File: src/rtl/pois_src_pkg.sv
// Shared definitions for the Poisson stimulus source: FSM encoding, taus88
// mask/shift constants and the minimum non-degenerate seed per state word.
package pois_src_pkg;

    typedef enum logic [1:0] {
        ST_IDLE   = 2'd0,
        ST_WARMUP = 2'd1,
        ST_RUN    = 2'd2
    } state_t;

    // taus88 component k: s' = ((s & MASKk) << PKk) ^ (((s << QKk) ^ s) >> SKk)
    localparam logic [31:0] MASK1 = 32'hFFFF_FFFE;
    localparam logic [31:0] MASK2 = 32'hFFFF_FFF8;
    localparam logic [31:0] MASK3 = 32'hFFFF_FFF0;

    localparam int P1 = 12;
    localparam int Q1 = 13;
    localparam int S1 = 19;
    localparam int P2 = 4;
    localparam int Q2 = 2;
    localparam int S2 = 25;
    localparam int P3 = 17;
    localparam int Q3 = 3;
    localparam int S3 = 11;

    localparam logic [31:0] MIN_S1 = 32'd2;
    localparam logic [31:0] MIN_S2 = 32'd8;
    localparam logic [31:0] MIN_S3 = 32'd16;

    function automatic logic [31:0] clamp_seed(input logic [31:0] seed,
                                               input logic [31:0] min_val);
        return (seed < min_val) ? min_val : seed;
    endfunction

endpackage

File: src/rtl/pois_src_taus.sv
// Combinational taus88 step: advances all three state words once and
// produces the combined uniform word from the stepped state.
module taus88_step
    import pois_src_pkg::*;
(
    input  logic [31:0] s1,
    input  logic [31:0] s2,
    input  logic [31:0] s3,
    output logic [31:0] n1,
    output logic [31:0] n2,
    output logic [31:0] n3,
    output logic [31:0] out
);

    assign n1  = ((s1 & MASK1) << P1) ^ (((s1 << Q1) ^ s1) >> S1);
    assign n2  = ((s2 & MASK2) << P2) ^ (((s2 << Q2) ^ s2) >> S2);
    assign n3  = ((s3 & MASK3) << P3) ^ (((s3 << Q3) ^ s3) >> S3);
    assign out = n1 ^ n2 ^ n3;

endmodule

File: src/rtl/pois_src.sv
// Stimulus source for the Poisson sampler: seedable taus88 generator with a
// warm-up discard phase, emitting one {VALID, LAMBDA, RAND} beat per request.
module pois_src
    import pois_src_pkg::*;
#(
    parameter int DELAY  = 1,
    parameter int WARMUP = 8
) (
    input  logic        CLK,
    input  logic        RESET,
    input  logic        SEED_VALID,
    input  logic [1:0]  SEED_SEL,
    input  logic [31:0] SEED,
    input  logic        START,
    input  logic        LAMBDA_VALID,
    input  logic [31:0] LAMBDA_IN,
    output logic        READY,
    output logic        VALID,
    output logic [31:0] LAMBDA,
    output logic [31:0] RAND
);

    if (WARMUP < 0 || WARMUP > 255 || DELAY < 0) begin : g_param_check
        $error("pois_src: WARMUP must be 0..255 and DELAY non-negative");
    end

    localparam logic [7:0] WARM_LAST = 8'(WARMUP - 1);

    state_t      state_q, state_d;
    logic [7:0]  cnt_q;
    logic [31:0] s1_q, s2_q, s3_q;
    logic [31:0] n1, n2, n3, step_out;
    logic        seed_wr, accept, step_en;

    taus88_step u_step (
        .s1  (s1_q),
        .s2  (s2_q),
        .s3  (s3_q),
        .n1  (n1),
        .n2  (n2),
        .n3  (n3),
        .out (step_out)
    );

    // READY mirrors "state is RUN", so it doubles as the accept qualifier.
    assign seed_wr = SEED_VALID && (SEED_SEL != 2'd3);
    assign accept  = READY && LAMBDA_VALID && !seed_wr;
    assign step_en = (state_q == ST_WARMUP) || accept;

    // NOTE: every always_comb output gets a default first so no path infers a latch.
    always_comb begin
        state_d = state_q;
        unique case (state_q)
            ST_IDLE:   if (START) state_d = (WARMUP == 0) ? ST_RUN : ST_WARMUP;
            ST_WARMUP: if (cnt_q == WARM_LAST) state_d = ST_RUN;
            ST_RUN:    state_d = ST_RUN;
            default:   state_d = ST_IDLE;
        endcase
        if (seed_wr) state_d = ST_IDLE;
    end

    // NOTE: sequential state uses non-blocking assignments so every register samples pre-edge values.
    always_ff @(posedge CLK or negedge RESET) begin
        if (!RESET) begin
            state_q <= ST_IDLE;
            READY   <= 1'b0;
            cnt_q   <= 8'd0;
        end else begin
            state_q <= state_d;
            READY   <= (state_d == ST_RUN);
            if (seed_wr || state_q != ST_WARMUP) cnt_q <= 8'd0;
            else                                 cnt_q <= cnt_q + 8'd1;
        end
    end

    // A seed write takes priority over any step in the same cycle.
    always_ff @(posedge CLK or negedge RESET) begin
        if (!RESET) begin
            s1_q <= MIN_S1;
            s2_q <= MIN_S2;
            s3_q <= MIN_S3;
        end else if (seed_wr) begin
            unique case (SEED_SEL)
                2'd0:    s1_q <= clamp_seed(SEED, MIN_S1);
                2'd1:    s2_q <= clamp_seed(SEED, MIN_S2);
                default: s3_q <= clamp_seed(SEED, MIN_S3);
            endcase
        end else if (step_en) begin
            s1_q <= n1;
            s2_q <= n2;
            s3_q <= n3;
        end
    end

    always_ff @(posedge CLK or negedge RESET) begin
        if (!RESET) begin
            VALID  <= 1'b0;
            LAMBDA <= 32'd0;
            RAND   <= 32'd0;
        end else begin
            VALID <= accept;
            if (accept) begin
                LAMBDA <= LAMBDA_IN;
                RAND   <= step_out;
            end
        end
    end

endmodule

File: config.mk
export PLATFORM = sky130hd
export DESIGN_NAME = pois_src
export DESIGN_NICKNAME = d
export VERILOG_FILES = /design/src/rtl/pois_src_pkg.sv /design/src/rtl/pois_src_taus.sv /design/src/rtl/pois_src.sv
export SDC_FILE = /design/constraint.sdc
export NUM_CORES = 1
export LEC_CHECK = 0
export BUFFER_PORTS_ARGS = -buffer_cell sky130_fd_sc_hd__buf_2
export CAP_MARGIN = 20
export CORE_ASPECT_RATIO = 1.4
export CORE_MARGIN = 4
export CORE_UTILIZATION = 45
export CTS_CLUSTER_DIAMETER = 50
export DETAILED_ROUTE_END_ITERATION = 8
export HOLD_SLACK_MARGIN = 0.15
export PLACE_DENSITY = 0.74
export SYNTH_ARGS = -nofsm -noshare
export SYNTH_HDL_FRONTEND = slang
export SYNTH_SLANG_ARGS = --single-unit
export TNS_END_PERCENT = 20
File: constraint.sdc
create_clock -name CLK -period 2 [get_ports CLK]
set_clock_uncertainty 0.1 [all_clocks]
set_input_delay 0.4 -clock CLK [delete_from_list [all_inputs] [get_ports CLK]]
set_output_delay 0.4 -clock CLK [all_outputs]
set_load 0.03 [all_outputs]
==> metrics.md, run 1 <==
| Metric | Value |
|---|---|
| FF-to-FF path depth | `5` |
| First-pass GRT wire length | `35,590 um` |
| Setup TNS | `0 ps` |
| RSZ-0062 raised after global routing | `false` |
| CTS root buf | `clkbuf_16` |
| XOR/XNOR Fraction of Synth Area | `12.22%` |
| Placed instance area | `0.009020 mm2` |
| Sw Pwr | `~4.7 mW` |
| Synthesized area | `0.007958 mm2` |
| Number of placed I/O pins | `137` |
| Multi-input gate area | `0.003612 mm2` |
| Worst reg2reg path endpoint | `s3_q[8]` |
| Via density | `5.341` |
| Synth Area in Compound Gates | `8.129%` |
| GRT Util Overall | `around a quarter` |
| Layout cells sized above 1 | `24.48%` |
| Largest net degree at the start of global routing | `92` |
| Most frequent cell after synthesis | `nand2_1` |
| Critical path launch point type | `flip-flop` |
| Worst path slowest cell | `dfrtp_1` |
| Post-layout min period | `~1800 ps` |
| Final Hold Vio Count | `0` |
| Synth warnings | `0` |
| Avg WL per Cell | `between 15 and 20 um` |
| CTS resizes | `0` |
| Pleak | `4.773 nW` |
| Hold Slack | `162.6 ps` |
| Area Overhead vs Synth | `25.30%` |
| Iter 0 DRT Violations | `roughly 560` |
| Inserted Diodes | `0` |
| Hold Startpoint | `SEED[8]` |
| CTS Buffer Depth | `2` |
| DR vias | `6,607` |
| Top_reg_cell synth | `dfrtp_1` |
| P_int | `8.480 mW` |
| Net Sw Frac | `a little over a third` |
| Number of global-route vias before repair | `between 6,000 and 7,000` |
| Postcts setup bufs | `0` |
| CTS HTree Levels | `4` |
| Seq pwr share | `38.1%` |
| Post-DP HPWL | `16,310 um` |
| Arrival time worst endpoint | `between 2000 and 2500 ps` |
| CP Max Fanout | `28` |
| CP Cell Sequence | `nand2b_1 > a21oi_2 > or2_1 > buf_12 > mux2_2` |
| Adder-Cell Fraction of Synth Area | `less than 1%` |
| Global route total overflow | `0` |
| Synthesized instance count | `828` |
| Synth Net Count | `900` |
| Fraction of registers with async set/reset | `100.0%` |
| Clk pin slew, worst setup/hold paths | `~70 ps` |
| Leading area contributor after synthesis | `dfrtp_1` |
| Synth area leaders | `dfrtp_1 (51%), nand2_1 (11%), xnor2_1 (10%)` |
| Die Y | `165.3 um` |
| Max incr delay on CP | `400 ps` |
| Final Setup Violations | `0` |
| CTS Buf Count | `17` |
| Post-synth top cells | `nand2_1 (226), dfrtp_1 (161), xnor2_1 (93)` |
| Final nets | `1,061` |
| Mean post-synth cell area | `a little under 10 um2` |
| CP Capture Type | `flip-flop` |
| R2R Setup Slk | `approximately 210 ps` |
| Required time of the critical path | `2220 ps` |
| Port Buffers | `~140` |
| Placed cells | `1,171` |
| Die ar. | `0.01991 mm2` |
| Hold Path Stages | `3` |
| Die width | `about 120 um` |
| EDFF count, synth | `0` |
| Finished Cell Area | `0.009971 mm2` |
| Status | `complete, no violations` |
| Final core utilization | `57.30%` |
| Register area | `approximately 0.0041 mm2` |
| Share of the synthesized area in the top cell type | `50.63%` |
| CP Class | `reg2reg` |
| Synth cell types | `41` |
| DRC errors left | `0` |
| Wirelength, routed | `between 20,000 and 25,000 um` |
| Largest family of logic cells by synthesized area | `simple AND/OR/NAND/NOR gates` |
| Clk_lat worst skew | `roughly 440 ps` |
| Final Wtd Congestion | `1.001` |
| Drt first pass iters | `5` |
| Max_cap viols | `0` |
| Non-Filler Instances | `approximately 1,200` |
| RR Startpoint | `state_q[1]` |
| Antenna Nets Post-Route | `0` |
| Worst slew pin tran | `547.6 ps` |
| Hold worst-path end | `s2_q[8]` |
| Period utilisation layout | `89.62%` |
| Max-slew headroom | `63.45%` |
| Initial antenna violation count | `0` |
| CTS sink cnt | `~160` |
| Comb pwr share | `36.7%` |
| Register area share after synthesis | `51.62%` |
| Worst vdd ir | `around 650 uV` |
| Clock power share | `25.3%` |
| Starting Density | `about 46%` |
| Fin. max-slew vios | `0` |
| Max Freq | `around 560 MHz` |
| PD cells | `1322 mW/mm2` |
| TritonCTS clock tree | `yes` |
| Num rows | `57` |
| Core Region | `0.01740 mm2` |
| Multiplexer share of the synthesized area | `7.248%` |
| Flops & latches, synth | `164` |
| Simple-gate portion of the synthesized area | `between 15 and 20%` |
| HP Class | `in2reg` |
| Fillcell total | `about 1,500` |
-- critical path: cells and delay by family (launching register included) --
kind	cells	cell delay, ps
AO/OA/AOI/OAI	1	220
flip-flops	1	400
buffers and inverters	1	220
AND/OR/NAND/NOR	2	370
multiplexers	1	360
-- worst max-delay path by stage --
stage | from | endpoint | slack [ps] | cells past startpoint
6_report | state_q[1] | s3_q[8] | 210 | 5
5_1_grt | state_q[1] | s2_q[17] | 130 | 5
4_1_cts | state_q[1] | s3_q[8] | 210 | 5
3_5_place_dp | SEED_VALID | LAMBDA[11] | 90 | 7
3_3_place_gp | SEED_VALID | LAMBDA[6] | 110 | 7
2_1_floorplan | READY | s3_q[13] | 220 | 6
-- registers in the layout, indices dropped and copies added, names as in the netlist --
| signal | flops |
|---|---|
| LAMBDA | 32 |
| RAND | 32 |
| READY | 1 |
| VALID | 1 |
| cnt_q | 8 |
| s1_q | 31 |
| s2_q | 29 |
| s3_q | 28 |
| state_q | 2 |
-- cells in the final DEF, fill, tap and decap left out, types with 4 or more instances in the layout --
cell / count
xnor2_1: 93
mux2_2: 37
a31oi_1: 34
and2_1: 4
a21oi_1: 42
nand3_1: 4
clkbuf_16: 17
dfrtp_1: 161
nand2_1: 226
buf_4: 16
inv_1: 6
xor2_1: 18
dlygate4sd3_1: 35
mux2_4: 8
buf_2: 134
mux2i_1: 4
nor4_1: 8
o21ai_0: 28
buf_12: 9
nor3_1: 39
nor2_1: 30
clkinvlp_4: 6
-- power by group through the flow --
stage / registers [mW] / logic [mW] / clock network (mW)
2_1_floorplan: 4.67 / 3.53 / 0
3_3_place_gp: 5.02 / 4.67 / 0
3_5_place_dp: 5.04 / 4.76 / 0
4_1_cts: 4.99 / 4.84 / 3.38
5_1_grt: 5.09 / 5.18 / 3.53
6_report: 5.01 / 4.84 / 3.33
-- per-stage QoR --
stage / setup slack (ps) / total power [mW]
detailed placement: 89.66 / 9.802
floorplan: 221.2 / 8.206
CTS: 213.7 / 13.21
finish: 207.5 / 13.18
global route: 129.7 / 13.79
global placement: 111.9 / 9.686
-- per-layer routing --
| layer | vias to the layer above | global-route usage (%) | share of wire, % |
|---|---|---|---|
| met5 | - | 0 | 0 |
| met2 | 331 | 38.34 | 48 |
| met4 | 0 | 12.73 | 5.7 |
| met1 | 3134 | 28.68 | 39 |
| met3 | 80 | 5.281 | 7.1 |
| li1 | 3062 | - | - |
-- logic make-up after synthesis --
logic type,Yosys count
compound gates,113
simple gates,331
fa+ha+maj,1
xor+xnor,111
flops,164
buf+inv,59
mux,49
-- repair_timing --
| item | CTS | global route |
|---|---|---|
| hold buffers | 35 | 0 |
| endpoints found under the setup margin | 0 | 0 |
| hold endpoints to repair | 195 | 0 |
-- final cells by class --
type                    instances  area share [%]
clock buffers                  19           4.442
clock inverters                12           1.581
inverters                       6          0.2259
multi-input cells             605           36.23
flip-flops and latches        164           41.20
well taps                     236           2.961
repair buffers                195           13.36
Power figures use the tool's default switching activity.
==> inputs of run 2 (changes only) <==
--- a/config.mk
+++ b/config.mk
@@ -6,10 +6,10 @@
 export NUM_CORES = 1
 export LEC_CHECK = 0
 export BUFFER_PORTS_ARGS = -buffer_cell sky130_fd_sc_hd__buf_2
-export CAP_MARGIN = 20
 export CORE_ASPECT_RATIO = 1.4
 export CORE_MARGIN = 4
 export CORE_UTILIZATION = 45
+export CTS_BUF_LIST = sky130_fd_sc_hd__clkbuf_4 sky130_fd_sc_hd__clkbuf_8
 export CTS_CLUSTER_DIAMETER = 50
 export DETAILED_ROUTE_END_ITERATION = 8
 export HOLD_SLACK_MARGIN = 0.15
==> run 2 against run 1 <==
Sequential power is essentially flat. Via count grew 0.24%. Critical path type is now in2reg. Clock power shrank 25%. Wire length shrank 0.50%.
==> metrics.md, run 2 (same netlist as run 1, synthesis figures left out) <==
| Metric | Value |
|---|---|
| Status | `complete, no violations` |
| Top flop regs | `LAMBDA x32, RAND x32, s1_q x31` |
| Worst Setup SP | `SEED[20]` |
| Drt first pass iters | `5 (unchanged)` |
| Max-slew headroom | `62.96% (-0.49 points)` |
| Pre-CTS WS | `89.66 ps (unchanged)` |
| Worst path slowest cell | `dlygate4sd3_1` |
| First-pass GRT wire length | `35,430 um (-0.45%)` |
| DR vias | `6,623 (+0.24%)` |
| Final nets | `1,075 (+1.3%)` |
| Avg WL per Cell | `18.16 um (-1.6%)` |
| Post-layout min period | `1921 ps (+128.0 ps)` |
| Num rows | `57 (unchanged)` |
| Die width | `120.4 um (unchanged)` |
| CTS Buffer Depth | `2 (unchanged)` |
| Number of global-route vias before repair | `6,574 (+1.3%)` |
| FF-to-FF path depth | `5 (unchanged)` |
| Period utilisation layout | `96.03% (+6.4 points)` |
| WL met1 | `8845 um (-1.3%)` |
| Initial antenna violation count | `0 (unchanged)` |
| Sw Pwr | `4.587 mW (-2.4%)` |
| Fillcell total | `1,521 (+0.60%)` |
| CTS HTree Levels | `4 (unchanged)` |
| Worst slew pin tran | `554.9 ps (+7.303 ps)` |
| RR Startpoint | `state_q[1]` |
| Placed instance area | `0.009020 mm2 (unchanged)` |
| Final Hold Vio Count | `0 (unchanged)` |
| Clk pin slew, worst setup/hold paths | `80 ps (about the same)` |
| Seq pwr share | `40.5% (+2.4 points)` |
| Worst vdd ir | `581.4 uV (-9.9%)` |
| Setup ws final | `79.47 ps (-128.0 ps)` |
| CP Capture Type | `flip-flop` |
| Largest net degree at the start of global routing | `92 (unchanged)` |
| Max Freq | `520.7 MHz (-6.7%)` |
| Wirelength, routed | `22,720 um (-0.50%)` |
| Clk_lat worst skew | `460 ps (+20 ps)` |
| TritonCTS clock tree | `yes` |
| Global route total overflow | `0 (unchanged)` |
| Clock power share | `20.2% (-5.1 points)` |
| PD cells | `1244 mW/mm2 (-5.9%)` |
| Die Y | `165.3 um (unchanged)` |
| Post-DP HPWL | `16,310 um (unchanged)` |
| CTS root buf | `clkbuf_8` |
| Critical path launch point type | `input port` |
| Iter 0 DRT Violations | `545 (-3.4%)` |
| Required time of the critical path | `2290 ps (+70 ps)` |
| Finished Cell Area | `0.009938 mm2 (-0.33%)` |
| Critical Path End | `s2_q[3]` |
| CP Class | `in2reg` |
| Net Sw Frac | `37.10% (+1.4 points)` |
| Starting Density | `45.73% (unchanged)` |
| Uppermost layer routed | `met4` |
| RSZ-0062 raised after global routing | `false` |
| Routed wl met2 | `10,990 um (+0.39%)` |
| Fin. max-slew vios | `0 (unchanged)` |
| Antenna Nets Post-Route | `0 (unchanged)` |
| R2R Setup Slk | `210 ps (about the same)` |
| Area Overhead vs Synth | `24.89%` |
| Setup TNS | `0 ps (unchanged)` |
| Pleak | `4.749 nW (-0.49%)` |
| Worst reg2reg path endpoint | `s3_q[12]` |
| Total power | `12.36 mW (-6.2%)` |
| Inserted Diodes | `0 (unchanged)` |
| Met3 wire len | `1539 um (-5.2%)` |
| Core Region | `0.01740 mm2 (unchanged)` |
| Number of placed I/O pins | `137 (unchanged)` |
| Final Wtd Congestion | `1.001 (unchanged)` |
| Max_cap viols | `0 (unchanged)` |
| HP Class | `in2reg` |
| Port Buffers | `135 (unchanged)` |
| Via density | `5.294 (-0.88%)` |
| Arrival time worst endpoint | `2210 ps (+200 ps)` |
| CP Cell Sequence | `dlygate4sd3_1 > buf_2 > nor4_4 > buf_4 > nand4_1 > or2_2 > a31oi_1` |
| Comb pwr share | `39.3% (+2.6 points)` |
| Die ar. | `0.01991 mm2 (unchanged)` |
| Final Setup Violations | `0 (unchanged)` |
| DRC errors left | `0 (unchanged)` |
| CP Max Fanout | `3 (-89%)` |
| Most frequent cells in the layout | `nand2_1 (226), dfrtp_1 (161), buf_2 (134), xnor2_1 (93), dlygate4sd3_1 (49)` |
| GRT Util Overall | `23.24% (-0.13 points)` |
| P_int | `7.776 mW (-8.3%)` |
| Max incr delay on CP | `530 ps (+130 ps)` |
| Leading cell type in the layout, fill and taps excluded | `nand2_1` |
| CTS Buf Count | `17 (unchanged)` |
| Layout cells sized above 1 | `24.33% (-0.14 points)` |
| CTS sink cnt | `164 (unchanged)` |
## run 2: changes by cell type in the layout (fill, tap and decap cells not counted), sizes merged
cell,before,now
dlygate4sd3,35,49
## run 2: power groups by stage
stage	clock network, mW	logic [mW]	registers (mW)
after floorplan	0	3.53	4.67
after global placement	0	4.67	5.02
after detailed placement	0	4.76	5.04
after CTS	2.55	4.85	4.98
after global routing	2.69	5.21	5.08
final	2.50	4.86	5.00
## run 2: per-stage QoR
| stage | utilization, % | hold slack, ps | std cells |
|---|---|---|---|
| floorplan | - | 4.409 | 828 |
| global placement | 51.83 | 200.7 | 1171 |
| detailed placement | 51.83 | 198.4 | 1171 |
| CTS | 57.02 | 152.0 | 1251 |
| global route | 57.11 | 171.3 | 1251 |
| finish | 57.11 | 183.8 | 1251 |
## run 2: final cells by class
cell class / count / area (um2) / area share [%]
Clock inverter: 12 / 157.7 / 1.586
Sequential cell: 164 / 4108 / 41.33
Multi-Input combinational cell: 605 / 3627 / 36.50
Inverter: 6 / 22.52 / 0.2266
Tap cell: 236 / 295.3 / 2.971
Clock buffer: 19 / 255.2 / 2.568
Timing Repair Buffer: 209 / 1473 / 14.82
## run 2: worst min path at each step
stage | startpoint | end | slack, ps | cells past startpoint
6_report | SEED[13] | s2_q[13] | 180 | 3
5_1_grt | SEED[13] | s2_q[13] | 170 | 3
4_1_cts | SEED[13] | s2_q[13] | 150 | 3
3_5_place_dp | RESET | LAMBDA[18] | 200 | 1
3_3_place_gp | RESET | LAMBDA[26] | 200 | 1
2_1_floorplan | RESET | LAMBDA[0] | 4 | 0
## run 2: worst max-delay path: cells and delay by family
family                 cells  cell delay (ps)
AOI/OAI and AO/OA          1              170
buffers and inverters      3              860
and+or+nand+nor            3              780
## run 2: what timing repair did
| item | 4_1_cts | 5_1_grt |
|---|---|---|
| endpoints found under the setup margin | 0 | 2 |
| hold buffers | 49 | 0 |
| setup buffers | 0 | 0 |
| resized for setup | 0 | 2 |
| endpoints found under the hold margin | 209 | 0 |
## run 2: layer usage
layer / up-vias / GRT usage (%)
met2: 322 / 38.39
met5: - / 0
met1: 3129 / 28.00
met4: 0 / 13.35
met3: 80 / 5.213
li1: 3092 / -
